`config.mk`:
```
export PLATFORM = sky130hd
export DESIGN_NAME = baccarat_round_ctrl_flat
export DESIGN_NICKNAME = d
export VERILOG_FILES = /design/src/rtl/baccarat_round_ctrl_if.sv /design/src/rtl/baccarat_round_ctrl.sv /design/src/flat_wrapper.sv
export SDC_FILE = /design/constraint.sdc
export NUM_CORES = 1
export LEC_CHECK = 0
export CAP_MARGIN = 20
export CORE_MARGIN = 2
export CORE_UTILIZATION = 44
export CTS_CLUSTER_DIAMETER = 60
export DETAILED_ROUTE_END_ITERATION = 8
export PLACE_DENSITY = 0.87
export SLEW_MARGIN = 15
export SYNTH_ARGS = -nofsm -noshare
export SYNTH_HDL_FRONTEND = slang
export SYNTH_SLANG_ARGS = --single-unit
```
`constraint.sdc`:
```
create_clock -name slow_clock -period 1.9 [get_ports slow_clock]
set_clock_uncertainty 0.15 [all_clocks]
set_input_delay 0.19 -clock slow_clock [delete_from_list [all_inputs] [get_ports slow_clock]]
set_output_delay 0.19 -clock slow_clock [all_outputs]
set_load 0.005 [all_outputs]
```
`src/rtl/baccarat_round_ctrl_if.sv`:
```
// Card-source handshake, score inputs, and display/tally outputs of the baccarat round controller.
// The master modport is the controller side; the slave modport is the deck/display environment.
interface baccarat_round_ctrl_if #(
    parameter int TALLY_W = 8
);
    logic               start;
    logic               auto_mode;
    logic               card_ack;
    logic [3:0]         pscore;
    logic [3:0]         dscore;
    logic [3:0]         pcard3;
    logic               card_req;
    logic               load_pcard1;
    logic               load_pcard2;
    logic               load_pcard3;
    logic               load_dcard1;
    logic               load_dcard2;
    logic               load_dcard3;
    logic               player_win_light;
    logic               dealer_win_light;
    logic               round_done;
    logic               busy;
    logic [TALLY_W-1:0] player_wins;
    logic [TALLY_W-1:0] dealer_wins;
    logic [TALLY_W-1:0] ties;

    modport master (
        input  start, auto_mode, card_ack, pscore, dscore, pcard3,
        output card_req, load_pcard1, load_pcard2, load_pcard3,
               load_dcard1, load_dcard2, load_dcard3,
               player_win_light, dealer_win_light, round_done, busy,
               player_wins, dealer_wins, ties
    );

    modport slave (
        output start, auto_mode, card_ack, pscore, dscore, pcard3,
        input  card_req, load_pcard1, load_pcard2, load_pcard3,
               load_dcard1, load_dcard2, load_dcard3,
               player_win_light, dealer_win_light, round_done, busy,
               player_wins, dealer_wins, ties
    );
endinterface

```
`src/rtl/baccarat_round_ctrl.sv`:
```
// Punto banco round sequencer: deals cards over req/ack, applies third-card rules, holds result, keeps tallies.
// Load strobes are combinational on card_ack; a deal state waits indefinitely while card_ack is low.
module baccarat_round_ctrl #(
    parameter int HOLD_CYCLES = 8,
    parameter int TALLY_W     = 8,
    parameter int CNT_W       = 4
) (
    input logic                   slow_clock,
    input logic                   resetb,
    baccarat_round_ctrl_if.master rnd
);

    typedef enum logic [3:0] {
        IDLE = 4'd0, P1, D1, P2, D2, CHK, P3, BDEC, D3, RES, HOLD
    } state_t;

    state_t             state_q, state_d;
    logic [CNT_W-1:0]   hold_cnt_q, hold_cnt_d;
    logic               plight_q, plight_d;
    logic               dlight_q, dlight_d;
    logic [TALLY_W-1:0] pwin_q, pwin_d;
    logic [TALLY_W-1:0] dwin_q, dwin_d;
    logic [TALLY_W-1:0] tie_q, tie_d;
    logic               card_req_c;
    logic               round_done_c;
    logic [5:0]         load_c;
    logic               hold_last;
    logic               banker_draws;

    function automatic logic [TALLY_W-1:0] sat_inc(input logic [TALLY_W-1:0] v);
        return (&v) ? v : v + TALLY_W'(1);
    endfunction

    assign hold_last = (hold_cnt_q == CNT_W'(HOLD_CYCLES - 1));

    // Banker third-card table, indexed by banker score and the player's third card
    always_comb begin
        banker_draws = 1'b0;
        case (rnd.dscore)
            4'd0, 4'd1, 4'd2: banker_draws = 1'b1;
            4'd3:             banker_draws = (rnd.pcard3 != 4'd8);
            4'd4:             banker_draws = (rnd.pcard3 >= 4'd2) && (rnd.pcard3 <= 4'd7);
            4'd5:             banker_draws = (rnd.pcard3 >= 4'd4) && (rnd.pcard3 <= 4'd7);
            4'd6:             banker_draws = (rnd.pcard3 >= 4'd6) && (rnd.pcard3 <= 4'd7);
            default:          banker_draws = 1'b0;
        endcase
    end

    always_comb begin
        state_d      = state_q;
        hold_cnt_d   = hold_cnt_q;
        plight_d     = plight_q;
        dlight_d     = dlight_q;
        pwin_d       = pwin_q;
        dwin_d       = dwin_q;
        tie_d        = tie_q;
        card_req_c   = 1'b0;
        round_done_c = 1'b0;
        load_c       = 6'b0;
        case (state_q)
            IDLE: begin
                if (rnd.start) begin
                    state_d  = P1;
                    plight_d = 1'b0;
                    dlight_d = 1'b0;
                end
            end
            P1: begin
                card_req_c = 1'b1;
                if (rnd.card_ack) begin
                    load_c[0] = 1'b1;
                    state_d   = D1;
                end
            end
            D1: begin
                card_req_c = 1'b1;
                if (rnd.card_ack) begin
                    load_c[1] = 1'b1;
                    state_d   = P2;
                end
            end
            P2: begin
                card_req_c = 1'b1;
                if (rnd.card_ack) begin
                    load_c[2] = 1'b1;
                    state_d   = D2;
                end
            end
            D2: begin
                card_req_c = 1'b1;
                if (rnd.card_ack) begin
                    load_c[3] = 1'b1;
                    state_d   = CHK;
                end
            end
            CHK: begin
                if (rnd.pscore >= 4'd8 || rnd.dscore >= 4'd8) state_d = RES;
                else if (rnd.pscore <= 4'd5)                   state_d = P3;
                else if (rnd.dscore <= 4'd5)                   state_d = D3;
                else                                           state_d = RES;
            end
            P3: begin
                card_req_c = 1'b1;
                if (rnd.card_ack) begin
                    load_c[4] = 1'b1;
                    state_d   = BDEC;
                end
            end
            BDEC: state_d = banker_draws ? D3 : RES;
            D3: begin
                card_req_c = 1'b1;
                if (rnd.card_ack) begin
                    load_c[5] = 1'b1;
                    state_d   = RES;
                end
            end
            RES: begin
                state_d    = HOLD;
                hold_cnt_d = '0;
                if (rnd.pscore > rnd.dscore) begin
                    plight_d = 1'b1;
                    dlight_d = 1'b0;
                    pwin_d   = sat_inc(pwin_q);
                end else if (rnd.dscore > rnd.pscore) begin
                    plight_d = 1'b0;
                    dlight_d = 1'b1;
                    dwin_d   = sat_inc(dwin_q);
                end else begin
                    plight_d = 1'b1;
                    dlight_d = 1'b1;
                    tie_d    = sat_inc(tie_q);
                end
            end
            HOLD: begin
                hold_cnt_d = hold_cnt_q + CNT_W'(1);
                if (hold_last) begin
                    round_done_c = 1'b1;
                    if (rnd.auto_mode) begin
                        state_d  = P1;
                        plight_d = 1'b0;
                        dlight_d = 1'b0;
                    end else begin
                        state_d = IDLE;
                    end
                end
            end
            default: state_d = IDLE;
        endcase
    end

    always_ff @(posedge slow_clock or negedge resetb) begin
        if (!resetb) begin
            state_q    <= IDLE;
            hold_cnt_q <= '0;
            plight_q   <= 1'b0;
            dlight_q   <= 1'b0;
            pwin_q     <= '0;
            dwin_q     <= '0;
            tie_q      <= '0;
        end else begin
            state_q    <= state_d;
            hold_cnt_q <= hold_cnt_d;
            plight_q   <= plight_d;
            dlight_q   <= dlight_d;
            pwin_q     <= pwin_d;
            dwin_q     <= dwin_d;
            tie_q      <= tie_d;
        end
    end

    assign rnd.card_req         = card_req_c;
    assign rnd.load_pcard1      = load_c[0];
    assign rnd.load_dcard1      = load_c[1];
    assign rnd.load_pcard2      = load_c[2];
    assign rnd.load_dcard2      = load_c[3];
    assign rnd.load_pcard3      = load_c[4];
    assign rnd.load_dcard3      = load_c[5];
    assign rnd.round_done       = round_done_c;
    assign rnd.busy             = (state_q != IDLE);
    assign rnd.player_win_light = plight_q;
    assign rnd.dealer_win_light = dlight_q;
    assign rnd.player_wins      = pwin_q;
    assign rnd.dealer_wins      = dwin_q;
    assign rnd.ties             = tie_q;

endmodule

```
`src/flat_wrapper.sv`:
```
// flat-port wrapper written by rule: the top's interface ports become plain ports
module baccarat_round_ctrl_flat 
#(
    parameter int HOLD_CYCLES = 8,
    parameter int TALLY_W     = 8,
    parameter int CNT_W       = 4
)
  (slow_clock, resetb, rnd_start, rnd_auto_mode, rnd_card_ack, rnd_pscore, rnd_dscore, rnd_pcard3, rnd_card_req, rnd_load_pcard1, rnd_load_pcard2, rnd_load_pcard3, rnd_load_dcard1, rnd_load_dcard2, rnd_load_dcard3, rnd_player_win_light, rnd_dealer_win_light, rnd_round_done, rnd_busy, rnd_player_wins, rnd_dealer_wins, rnd_ties);
  baccarat_round_ctrl_if #(.TALLY_W(TALLY_W)) rnd_i ();
  input logic slow_clock;
  input logic resetb;
  input wire logic [$bits(rnd_i.start)-1:0] rnd_start;
  input wire logic [$bits(rnd_i.auto_mode)-1:0] rnd_auto_mode;
  input wire logic [$bits(rnd_i.card_ack)-1:0] rnd_card_ack;
  input wire logic [$bits(rnd_i.pscore)-1:0] rnd_pscore;
  input wire logic [$bits(rnd_i.dscore)-1:0] rnd_dscore;
  input wire logic [$bits(rnd_i.pcard3)-1:0] rnd_pcard3;
  output wire logic [$bits(rnd_i.card_req)-1:0] rnd_card_req;
  output wire logic [$bits(rnd_i.load_pcard1)-1:0] rnd_load_pcard1;
  output wire logic [$bits(rnd_i.load_pcard2)-1:0] rnd_load_pcard2;
  output wire logic [$bits(rnd_i.load_pcard3)-1:0] rnd_load_pcard3;
  output wire logic [$bits(rnd_i.load_dcard1)-1:0] rnd_load_dcard1;
  output wire logic [$bits(rnd_i.load_dcard2)-1:0] rnd_load_dcard2;
  output wire logic [$bits(rnd_i.load_dcard3)-1:0] rnd_load_dcard3;
  output wire logic [$bits(rnd_i.player_win_light)-1:0] rnd_player_win_light;
  output wire logic [$bits(rnd_i.dealer_win_light)-1:0] rnd_dealer_win_light;
  output wire logic [$bits(rnd_i.round_done)-1:0] rnd_round_done;
  output wire logic [$bits(rnd_i.busy)-1:0] rnd_busy;
  output wire logic [$bits(rnd_i.player_wins)-1:0] rnd_player_wins;
  output wire logic [$bits(rnd_i.dealer_wins)-1:0] rnd_dealer_wins;
  output wire logic [$bits(rnd_i.ties)-1:0] rnd_ties;
  assign rnd_i.start = rnd_start;
  assign rnd_i.auto_mode = rnd_auto_mode;
  assign rnd_i.card_ack = rnd_card_ack;
  assign rnd_i.pscore = rnd_pscore;
  assign rnd_i.dscore = rnd_dscore;
  assign rnd_i.pcard3 = rnd_pcard3;
  assign rnd_card_req = rnd_i.card_req;
  assign rnd_load_pcard1 = rnd_i.load_pcard1;
  assign rnd_load_pcard2 = rnd_i.load_pcard2;
  assign rnd_load_pcard3 = rnd_i.load_pcard3;
  assign rnd_load_dcard1 = rnd_i.load_dcard1;
  assign rnd_load_dcard2 = rnd_i.load_dcard2;
  assign rnd_load_dcard3 = rnd_i.load_dcard3;
  assign rnd_player_win_light = rnd_i.player_win_light;
  assign rnd_dealer_win_light = rnd_i.dealer_win_light;
  assign rnd_round_done = rnd_i.round_done;
  assign rnd_busy = rnd_i.busy;
  assign rnd_player_wins = rnd_i.player_wins;
  assign rnd_dealer_wins = rnd_i.dealer_wins;
  assign rnd_ties = rnd_i.ties;
  baccarat_round_ctrl #(.HOLD_CYCLES(HOLD_CYCLES), .TALLY_W(TALLY_W), .CNT_W(CNT_W)) u_core (.slow_clock(slow_clock), .resetb(resetb), .rnd(rnd_i));
endmodule
```
## Word level (Yosys, flattened, before mapping)

Index checks and enable logic that the tools add are counted.

| operators by class | value |
|---|---|
| mux-type cells | 34 |
| bitwise operators | 5 |
| div/mod/pow operators | 0 |
| $mul | 0 |
| reductions and logical operators | 19 |
| order comparisons | 10 |
| equality and inequality tests | 27 |
| shift operators | 0 |
| add/sub/neg operators | 4 |

Operators by type and width:

| cell | count |
|---|---|
| 4-bit one-hot mux with 11 select lines | 1 |
| 4-bit 2-to-1 mux | 10 |
| 4-bit by 3-bit equality test with 1-bit output (second input constant) | 8 |
| 8-bit AND reduction | 4 |
| 8-bit by 1-bit adder with 8-bit output (second input constant) | 3 |
| 1-bit 2-to-1 mux | 19 |
| 4-bit by 2-bit equality test with 1-bit output (second input constant) | 4 |
| 2-bit != test (second input constant) | 8 |
| 4-bit equality test (second input constant) | 3 |
| 4-bit by 3-bit <= comparator with 1-bit output (second input constant) | 3 |
| 4-bit AND reduction | 3 |
| 4-bit by 1-bit equality test with 1-bit output (second input constant) | 2 |
| 4-bit by 3-bit >= comparator with 1-bit output (second input constant) | 2 |
| 4-bit >= comparator (second input constant) | 2 |
| 4-bit > comparator | 2 |
| 4-bit logical NOT | 2 |
| 4-bit one-hot mux with 2 select lines | 1 |
| 1-bit one-hot mux with 3 select lines | 2 |
| 6-bit OR reduction | 1 |
| 1-bit inverter | 5 |
| 1-bit one-hot mux with 5 select lines | 1 |
| 4-bit by 1-bit adder with 4-bit output (second input constant) | 1 |
| 4-bit by 2-bit >= comparator with 1-bit output (second input constant) | 1 |
| 4-bit != test (second input constant) | 1 |
| other kinds (8) | 10 |

| storage, ports and cells | value |
|---|---|
| memory bits (read-only) | 0 |
| bits in latches | 0 |
| output and inout bits | 35 |
| register bits after elaboration | 34 |
| word-level logic and storage cells | 106 |
| memories kept | 0 |
| memory bits (writable) | 0 |
| input port bits | 17 |

## Logic depth before layout (Yosys ltp)

| depth | value |
|---|---|
| word-level depth | 5 |
| gate-level depth with buffers | 8 |
| gate-level depth less buffers | 7 |

## Least setup slack after synthesis

Ideal clock, no wire load.

| timing path | value |
|---|---|
| path kind | input -> register |
| start point | input rnd_pscore[3] |
| end point | register u_core.dwin_q[1] (netlist: u_core.rnd.dealer_wins[1]) |
| cell stages on the path | 7 |
| buffers on the path | 1 |
| arrival time | 1608 ps |
| slack | 14 ps |
| required time | 1622 ps |
| setup time | 128 ps |
| cells stage by stage | inv_1 ha_1 and4_1 clkbuf_1 a41o_1 nor2_1 mux2_1 |

| on the way | value |
|---|---|
| word-level cells in the longest chain between the ends | 3 |
| elaborated cells on any way between the ends | 4 |
| classes of those cells | order compare (2); bitwise (1); reduce/logical (1) |

RTL lines:

| what | RTL line | text |
|---|---|---|
| start: declaration | flat_wrapper.sv:15 | `input wire logic [$bits(rnd_i.pscore)-1:0] rnd_pscore;` |
| 4-bit > comparator | baccarat_round_ctrl.sv:120 | `if (rnd.pscore > rnd.dscore) begin` |
| 1-bit inverter (no source line) | n/a |  |
| 4-bit AND reduction (no source line) * | n/a |  |
| end signal: assignment | baccarat_round_ctrl.sv:166 | `dwin_q <= dwin_d;` |
| end: declaration | baccarat_round_ctrl.sv:22 | `logic [TALLY_W-1:0] dwin_q, dwin_d;` |

Mark *: on every way between the ends. The rest lies on a longest branch, timed or not.
A chain may end at the register's enable or synchronous reset.

## Final worst setup path

| timing path | value |
|---|---|
| start point | register u_core.state_q[1] |
| end point | register u_core.state_q[1] |

| on the way | value |
|---|---|
| word-level cells in the longest chain between the ends | 3 |
| elaborated cells on any way between the ends | 21 |
| classes of those cells | eq/ne (18); mux (1); reduce/logical (2) |

RTL lines:

| what | RTL line | text |
|---|---|---|
| start: declaration | baccarat_round_ctrl.sv:17 | `state_t state_q, state_d;` |
| start signal: assignment | baccarat_round_ctrl.sv:161 | `state_q <= state_d;` |
| 4-bit equality test, or another cell as far along | baccarat_round_ctrl.sv:60 | `case (state_q)` |
| 2-bit != test (no source line) / 2-bit by 1-bit != test with 1-bit output (equally long branches) | n/a |  |
| 8-bit AND reduction (no source line) | n/a |  |

Parallel ways exist; a longest one is shown, timed or not.

==> out/results.txt <==
Type of origin of the critical path -> register
Share of flip-flops with an asynchronous set or reset -> 100%
Hold WS -> 0.148 ns
Dpl cells -> 335
Vias -> 2169
Crit-path slowest cell -> dfrtp_1
DIE AREA -> 5280 um^2
Gr ovfl total -> 0
DRT Pass-1 Iters -> 4
First-pass GRT wire length -> 10.3 mm
WL/cell -> 19.6 um
Pre-CTS WS -> -0.515 ns
Area contributors post-synth -> dfrtp_1 (41%), xor2_1 (5.9%), ha_1 (4.8%)
Post-Layout Inst Area -> 3470 um^2
DRC -> 0
CTS tree -> built
Layout Nets -> 340
Post-Syn Area -> 2070 um^2
Relative slew slack -> 69.9%
Vias in the first global route -> 2135
Global-route usage over all layers -> 25.2%
Core area -> 4440 um^2
Share of the synthesized area in the top cell type -> 41.0%
Number of I/O pins -> 52
RSZ-0062 raised after global routing -> true
Main synth FF type -> dfrtp_1
DR iter-0 viols -> 183
Routed wire length -> 7.21 mm
Leak pwr -> 1.58 nW
Cell Chain, Critical Path -> buf_6 -> buf_6 -> nor2_4 -> o221ai_4 -> buf_6 -> a221oi_4 -> nand2_1 -> a32o_1
Worst setup margin -> -0.121 ns
Synthesized Nets -> 229
Core Rows -> 24
Vias per inst -> 5.89
Yosys cell types -> 58
Share of cells above drive strength 1 -> 40.8%
Clock Latency Late Sink -> 0.30 ns
Fin crit share -> 106%
GPL Wtd Cong -> 0.815
Worst EP arrival -> 2.06 ns
Avg Cell Area, Syn -> 10.2 um^2
Antenna violations before repair -> 0
Diodes inserted -> 0
Clk buf depth -> 2
# hold bufs at CTS -> 0
Chip Height -> 72.7 um
Period minus WS final -> 2.02 ns
Clk slew on worst S/H paths -> 0.07 ns
Max Cap Viol -> 0
Total power -> 4.08 mW
Die X -> 72.7 um
Largest net degree at the start of global routing -> 35
CP endpoint kind -> register
Multi-input logic area -> 1440 um^2
Placed cell areas -> 2870 um^2
Slowest stage delay, CP -> 0.41 ns
Synth Warn # -> 0
Routed Antenna Nets -> 0
FILL cells -> 280
Post-DP HPWL -> 3.82 mm
Root Buffer -> clkbuf_8
TritonCTS Sinks -> 34
Post-synth EDFFs -> 0
H-Tree Depth -> 2
Failing checks -> negative setup slack
Status -> finished, violations left
Final setup viols -> 12
Initial Utilization -> 46.7%
Fin. max-slew vios -> 0
Post-synthesis sequential area ratio -> 41.0%
HP Class -> in -> async
CTS buffer count -> 5
Peak VDD IR -> 0.672 mV
Final Hold Fails -> 0
Max FO, Critical Path -> 4
P per Cell Area -> 1180 nW/um^2
IO Port Bufs -> 51
Crit Path Class -> reg -> reg
Layout area overhead -> 67.3%
Post-Layout Cell Count -> 368
CP most frequent cell -> buf_6
Yosys top cell by area -> dfrtp_1
Top delay family on crit path -> compound AO/OA/AOI/OAI gates
CP Buf/Inv Count -> 3
Worst EP required -> 1.94 ns
Worst-Margin Slew -> 0.451 ns
#FFs+latches synth -> 34
Post-Synthesis Cells -> 204
Peak Freq -> 495 MHz
Register area -> 853 um^2
-- final cells by class --
class                   count  share of cell area [%]
clock buffers               7                    2.49
clock inverters             1                   0.144
inverters                  13                    1.41
multi-input cells         151                    41.5
flip-flops and latches     34                    24.6
well taps                  52                    1.87
repair buffers            110                    28.0
-- placed cells by master, fill, tap and decap left out, drive strengths merged, types with 8 or more instances in the layout --
master	Yosys	layout
buf	5	63
clkdlybuf4s50	0	36
clkbuf	1	12
inv	13	13
xor2	14	14
nor2	17	17
dfrtp	34	34
nand2	9	9
nor3	8	8
o21ai	9	9
nand3	14	14
ha	8	8
-- metrics by stage --
stage,utilization [%],setup TNS (ns)
2_1_floorplan,-,0
3_3_place_gp,64.6,-9.14
3_5_place_dp,64.6,-10.64
4_1_cts,73.6,-0.199
5_1_grt,78.1,-1.77
6_report,78.1,-0.888
-- worst register-to-register path, cell delays in order, from the launching register on --
cell	delay, ns
dfrtp_1	0.41
buf_6	0.14
buf_6	0.11
nor2_4	0.12
o221ai_4	0.13
buf_6	0.14
a221oi_4	0.38
nand2_1	0.12
a32o_1	0.22
-- final timing paths --
| path | startpoint | endpoint | slack, ns | depth (start not counted) |
|---|---|---|---|---|
| worst max-delay path | u_core.state_q[1]$_DFFE_PN0P_ | u_core.state_q[1]$_DFFE_PN0P_ | -0.12 | 8 |
| worst min-delay path | resetb | u_core.state_q[3]$_DFFE_PN0P_ | 0.15 | 2 |
| worst max register to register | u_core.state_q[1]$_DFFE_PN0P_ | u_core.state_q[1]$_DFFE_PN0P_ | -0.12 | 8 |
| worst min register to register | u_core.rnd.dealer_wins[4]$_DFFE_PN0P_ | u_core.rnd.dealer_wins[4]$_DFFE_PN0P_ | 0.35 | 1 |
| max in group asynchronous | resetb | u_core.state_q[2]$_DFFE_PN0P_ | 1.12 | 2 |
| min in group slow_clock | u_core.rnd.dealer_wins[4]$_DFFE_PN0P_ | u_core.rnd.dealer_wins[4]$_DFFE_PN0P_ | 0.35 | 1 |
-- metal layers --
layer,track usage (%),up-vias,part of all wire (%)
met1,30.2,1078,39
met5,0,-,0
li1,-,962,-
met4,11.3,0,3.5
met2,43.3,98,52
met3,5.39,31,5.3
-- cell usage after synthesis, types with 3 or more instances --
cell,n
buf_2,3
nor2b_1,4
nor2_1,13
nand3_1,13
nor4_2,5
a211oi_1,3
xnor2_1,7
xor2_1,14
dfrtp_1,34
nor2_2,3
inv_1,12
nand4_1,5
nand2_1,9
nor3_1,8
ha_1,8
nand2b_1,3
o21ai_0,6
-- where the power goes --
group / switching (mW) / internal [mW] / total (mW) / leakage (nW)
Clock: 0.283 / 0.293 / 0.575 / 0.0482
Combinational: 1.08 / 1.34 / 2.42 / 1.09
Sequential: 0.197 / 0.892 / 1.09 / 0.442
-- logic make-up after synthesis --
| group | synth area share, % |
|---|---|
| compound gates | 12.8 |
| xor+xnor | 8.87 |
| fa+ha+maj | 4.83 |
| buf+inv | 3.98 |
| flops | 41.0 |
| mux | 2.35 |
| simple gates | 26.2 |
-- state kept, by name, summed over array words and instances (netlist names) --
register	flops
u_core.hold_cnt_q	4
u_core.rnd.player_win_light	1
u_core.state_q	4
u_core.rnd.dealer_wins	8
u_core.rnd.ties	8
u_core.rnd.dealer_win_light	1
u_core.rnd.player_wins	8
-- repair_timing --
item | 4_1_cts | 5_1_grt
pin swaps | 21 | 19
buffers inserted | 16 | 9
gates resized for setup | 74 | 38
endpoints found under the setup margin | 35 | 34
(Power assumes the default switching activity.)
==> RTL edit 1: new RTL, config.mk and constraints unchanged <==
Re-encode `state_t` (11 states) as one-hot, 11 bits wide.
--- a/src/rtl/baccarat_round_ctrl.sv
+++ b/src/rtl/baccarat_round_ctrl.sv
@@ -10,8 +10,8 @@
     baccarat_round_ctrl_if.master rnd
 );
 
-    typedef enum logic [3:0] {
-        IDLE = 4'd0, P1, D1, P2, D2, CHK, P3, BDEC, D3, RES, HOLD
+    typedef enum logic [10:0] {
+        IDLE = 11'b00000000001, P1 = 11'b00000000010, D1 = 11'b00000000100, P2 = 11'b00000001000, D2 = 11'b00000010000, CHK = 11'b00000100000, P3 = 11'b00001000000, BDEC = 11'b00010000000, D3 = 11'b00100000000, RES = 11'b01000000000, HOLD = 11'b10000000000
     } state_t;
 
     state_t             state_q, state_d;
Formal check against the unedited RTL: same outputs for any inputs over 10 cycles, from zero or initial values and one cycle with resetb low; not proved beyond that.
==> RTL edit 1 against the unedited design <==
- the flow still finishes with violations (setup timing)
- count of clock-buffer cells in the layout down 1
- setup slack worse by 680 ps
- synthesized area up 13%
- wire length up 23%
- final area up 13%
- sequential cell count up 7
- critical endpoint is now u_core.rnd.ties[1]$_DFFE_PN0P_
Power is not compared: it rests on default switching activity, and its combinational part moved more than twofold at a synthesized area within 25%.
==> RTL edit 1: results (changes against the unedited design) <==
asr flop ratio synth=100.0% (unchanged); share of layout cells above drive strength 1=37.37% (was 40.82%); GRT Total Usage=29.98% (was 25.21%); Skew-Pair Late Insertion Delay=330 ps (was 300 ps); Setup-failing EPs final=50 (was 12); fill count=330 (was 280); cts hold-fix bufs=1 (was 0); Root Buffer=clkbuf_8 (unchanged); VDD IR max=about 0.00047 V; met1 Track Usage GR=36.93% (was 30.23%); post_cts resized=58 (was 74); first-pass GRT wire length=13.89 mm (was 10.34 mm); vias in the first global route=2,605 (was 2,135); DP HPWL=4.913 mm (was 3.818 mm); register area share after synthesis=43.72% (was 41.01%); Synth cell types=45 (was 58); met2 Track Usage GR=49.74% (was 43.33%); Synth top cells by count=dfrtp_1 (40), nand2_1 (19), nand4_1 (14) (was dfrtp_1 (34), xor2_1 (14), nand3_1 (13), nor2_1 (13), inv_1 (12)); 1st-iter DRT viols=283 (was 183); DRT Pass-1 Iters=5 (was 4); Worst slew margin=60.55% (was 69.90%); Port Buffers=51 (unchanged); Post-CTS Setup Bufs=12 (was 16); vias per inst=5.880 (was 5.894); Mapped Nets=264 (was 229); largest net degree at the start of global routing=25 (was 35); status=finished, violations left (unchanged); Arr. time, crit path=2750 ps (was 2060 ps); antenna violations before repair=0 (unchanged); gpl congestion=0.8783 (was 0.8147); n_diodes=0 (unchanged); met3 usage=7.412% (was 5.387%); Synth area leaders=dfrtp_1 (43%), xnor2_1 (4.8%), xor2_1 (4.8%) (was dfrtp_1 (41%), xor2_1 (5.9%), ha_1 (4.8%)); Crit Path Max Fanout=8 (was 4); violated checks=setup timing (unchanged); Post-layout nets=396 (was 340); Worst-path clk slew=110 ps (was 70 ps); wire per inst=20.04 µm (was 19.58 µm); Worst Setup Slack, final=-800.4 ps (was -121.0 ps)
RTL edit 1: stage by stage:
stage | std cells | total power [mW] | setup TNS, ps | setup slack, ps | instance area (µm²)
2_1_floorplan | 239 | 1.371 | -18430 | -725.0 | 2411
3_3_place_gp | 416 | 1.775 | -18160 | -537.2 | 3431
3_5_place_dp | 416 | 1.802 | -20890 | -591.5 | 3431
4_1_cts | 436 | 2.734 | -23170 | -660.1 | 3780
5_1_grt | 442 | 3.006 | -31870 | -827.1 | 3910
6_report | 442 | 2.900 | -29700 | -800.4 | 3910
RTL edit 1: layout make-up:
class,count,area share [%]
Clock inverter,2,0.9920
Tap cell,70,2.240
Multi-Input combinational cell,180,37.89
Timing Repair Buffer,133,29.79
Sequential cell,41,26.27
Clock buffer,6,1.856
Inverter,10,0.9600
RTL edit 1: logic make-up (layout without fill, tap and decap cells):
| logic type | count (synthesis) | after routing | share of synthesized area, % |
|---|---|---|---|
| AND/OR/NAND/NOR | 102 | 102 | 24.07 |
| multiplexers | 6 | 6 | 2.875 |
| adder cells (fa/ha/maj) | 8 | 8 | 4.260 |
| XOR/XNOR | 26 | 26 | 9.691 |
| AO/OA/AOI/OAI | 38 | 38 | 11.77 |
| flip-flops | 41 | 41 | 43.72 |
| buffers and inverters | 18 | 151 | 3.621 |
RTL edit 1: report_power, final:
group          switching [mW]  internal [mW]  total (mW)
clock network           0.364          0.395       0.759
logic                   0.573          0.625        1.20
registers              0.0289          0.914       0.943
RTL edit 1: final timing paths:
check / startpoint / to / slack [ps] / depth (start not counted)
min in group slow_clock: u_core.rnd.dealer_wins[7]$_DFFE_PN0P_ / u_core.rnd.dealer_wins[7]$_DFFE_PN0P_ / 360 / 1
setup / recovery: u_core.state_q[5]$_DFFE_PN0P_ / u_core.rnd.ties[1]$_DFFE_PN0P_ / -800 / 6
hold reg to reg: u_core.rnd.dealer_wins[7]$_DFFE_PN0P_ / u_core.rnd.dealer_wins[7]$_DFFE_PN0P_ / 360 / 1
hold / removal: resetb / u_core.state_q[3]$_DFFE_PN0P_ / 250 / 2
max in group asynchronous: resetb / u_core.rnd.dealer_wins[3]$_DFFE_PN0P_ / 750 / 3
setup reg to reg: u_core.state_q[5]$_DFFE_PN0P_ / u_core.rnd.ties[1]$_DFFE_PN0P_ / -800 / 6
RTL edit 1: critical path, stage by stage, from the launching register on:
cell      delay, ps
dfrtp_1         410
or4_4           580
buf_4           170
or4_4           490
a211oi_4        270
buf_6           170
mux2_2          330
RTL edit 1: layer usage:
layer	part of all wire [%]	wire, µm	vias to the layer above
met2	50	4389	147
li1	-	-	1137
met3	7.4	657	36
met4	4.5	398	0
met5	0	0	-
met1	39	3413	1279
==> RTL edit 2: new RTL, config.mk and constraints unchanged <==
Made on the original files. `TALLY_W` is set to 8 in 3 places; all go to 6.
--- a/src/rtl/baccarat_round_ctrl_if.sv
+++ b/src/rtl/baccarat_round_ctrl_if.sv
@@ -1,7 +1,7 @@
 // Card-source handshake, score inputs, and display/tally outputs of the baccarat round controller.
 // The master modport is the controller side; the slave modport is the deck/display environment.
 interface baccarat_round_ctrl_if #(
-    parameter int TALLY_W = 8
+    parameter int TALLY_W = 6
 );
     logic               start;
     logic               auto_mode;
--- a/src/rtl/baccarat_round_ctrl.sv
+++ b/src/rtl/baccarat_round_ctrl.sv
@@ -2,7 +2,7 @@
 // Load strobes are combinational on card_ack; a deal state waits indefinitely while card_ack is low.
 module baccarat_round_ctrl #(
     parameter int HOLD_CYCLES = 8,
-    parameter int TALLY_W     = 8,
+    parameter int TALLY_W     = 6,
     parameter int CNT_W       = 4
 ) (
     input logic                   slow_clock,
--- a/src/flat_wrapper.sv
+++ b/src/flat_wrapper.sv
@@ -2,7 +2,7 @@
 module baccarat_round_ctrl_flat 
 #(
     parameter int HOLD_CYCLES = 8,
-    parameter int TALLY_W     = 8,
+    parameter int TALLY_W     = 6,
     parameter int CNT_W       = 4
 )
   (slow_clock, resetb, rnd_start, rnd_auto_mode, rnd_card_ack, rnd_pscore, rnd_dscore, rnd_pcard3, rnd_card_req, rnd_load_pcard1, rnd_load_pcard2, rnd_load_pcard3, rnd_load_dcard1, rnd_load_dcard2, rnd_load_dcard3, rnd_player_win_light, rnd_dealer_win_light, rnd_round_done, rnd_busy, rnd_player_wins, rnd_dealer_wins, rnd_ties);
Interface: changed (resized rnd_dealer_wins, rnd_player_wins and rnd_ties); port bits go from 52 to 46. The function was not compared with the original's and may differ.
==> RTL edit 2 against the unedited design <==
- the flow still finishes with violations (setup timing)
- combinational power fell by 15%
- synthesized cell count fell by 16%
- via count shrank 17%
- wire length decreased by 19%
- setup slack better by 16 ps
- count of clock-buffer cells in the layout fell by 4
- sequential cell count decreased by 6
- final area down 17%
- sequential power decreased by 12%
- die area decreased by 17%
- sequential share of layout area down 0.21 points
- synthesized area fell by 18%
- total power fell by 14%
- highest routed layer unchanged
==> RTL edit 2: results (changes against the unedited design) <==
status=finished, violations left (unchanged); violated checks=setup timing (unchanged); Synth top cells by count=dfrtp_1 (28), nand2_1 (15), nand3_1 (11), o21ai_0 (11), xnor2_1 (9) (was dfrtp_1 (34), xor2_1 (14), nand3_1 (13), nor2_1 (13), inv_1 (12)); GRT Total Usage=22.42% (was 25.21%); Num CTS Buffers=3 (was 5); register area share after synthesis=41.30% (was 41.01%); reg2reg end=u_core.state_q[0]$_DFFE_PN0P_ (was u_core.state_q[1]$_DFFE_PN0P_); DP Cell Count=292 (was 335); leakage=1.296 nW (was 1.581 nW); Port Buffers=45 (was 51); gpl congestion=0.8054 (was 0.8147); VDD IR max=0.0006641 V (was 0.0006722 V); DP Area=2409 µm² (was 2872 µm²); Crit Path Max Fanout=5 (was 4); Synth area leaders=dfrtp_1 (41%), ha_1 (5.9%), xnor2_1 (4.6%) (was dfrtp_1 (41%), xor2_1 (5.9%), ha_1 (4.8%)); Avg Synthesized Cell Area=9.864 µm² (was 10.17 µm²); Setup-failing EPs final=12 (unchanged); Via Count=1,795 (was 2,169); DP HPWL=3.041 mm (was 3.818 mm); share of layout cells above drive strength 1=41.79% (was 40.82%); Min Hold Slack=117.6 ps (was 148.3 ps); Setup TNS Final=-498.6 ps (was -888.3 ps); largest net degree at the start of global routing=29 (was 35); 1st-iter DRT viols=67 (was 183); max incr delay on CP=540 ps (was 410 ps); H-tree levels=1 (was 2); vias per inst=5.680 (was 5.894); Skew-Pair Late Insertion Delay=280 ps (was 300 ps); Top delay family on crit path=simple AND/OR/NAND/NOR gates (was compound AO/OA/AOI/OAI gates); drt total wl=5.808 mm (was 7.205 mm); worst r2r path cells=6 (was 8); Mapped Nets=197 (was 229); Post-layout nets=294 (was 340); DP Worst Slack=-370.6 ps (was -515.0 ps); Worst slew margin=74.86% (was 69.90%); vias in the first global route=1,680 (was 2,135); Worst Setup Slack, final=-104.8 ps (was -121.0 ps); Synth cell types=47 (was 58); first-pass GRT wire length=7.596 mm (was 10.34 mm); slowest CP cell=or4b_4 (was dfrtp_1); Worst-path clk slew=100 ps (was 70 ps); CP endpoint=rnd_card_req (was u_core.state_q[1]$_DFFE_PN0P_)
[RTL edit 2: cell types whose count changed in the layout (fill, tap and decap cells not counted), moves of 5 or more]
cell | unedited run | this run
inv_1 | 11 | 5
nor2_4 | 8 | 2
xor2_1 | 14 | 7
nand2_1 | 9 | 15
buf_6 | 18 | 9
and3_1 | 0 | 6
dfrtp_1 | 32 | 24
nor2_1 | 8 | 3
[RTL edit 2: final cells by class]
class | instances | area, µm²
Multi-Input combinational cell | 132 | 1184
Timing Repair Buffer | 96 | 844.6
Fill cell | 225 | 793.3
Sequential cell | 28 | 705.7
Tap cell | 48 | 60.06
Clock buffer | 3 | 41.29
Clock inverter | 1 | 30.03
Inverter | 8 | 30.03
[RTL edit 2: power by group]
part           switching, mW  internal, mW
combinational          0.887          1.17
sequential             0.201         0.758
clock                  0.200         0.283
[RTL edit 2: timing repair]
action                     in CTS  in global routing
pin swaps                       6                 22
gates resized for setup        41                 49
hold buffers                    0                  0
setup buffers                  14                  8
setup endpoints to repair      14                 29
[RTL edit 2: logic make-up after synthesis]
kind of cell             synth area share (%)
AND/OR/NAND/NOR                         25.88
AO/OA/AOI/OAI                           12.17
flip-flops                              41.30
XOR/XNOR                                8.260
buffers and inverters                   3.613
adder cells (fa/ha/maj)                 5.900
multiplexers                            2.876
[RTL edit 2: per-layer routing]
| metal | track usage [%] | vias up | wire length [µm] |
|---|---|---|---|
| met4 | 6.122 | 0 | 176 |
| met5 | 0 | - | 0 |
| li1 | - | 821 | - |
| met3 | 2.044 | 19 | 239 |
| met2 | 40.63 | 69 | 3074 |
| met1 | 28.34 | 886 | 2317 |
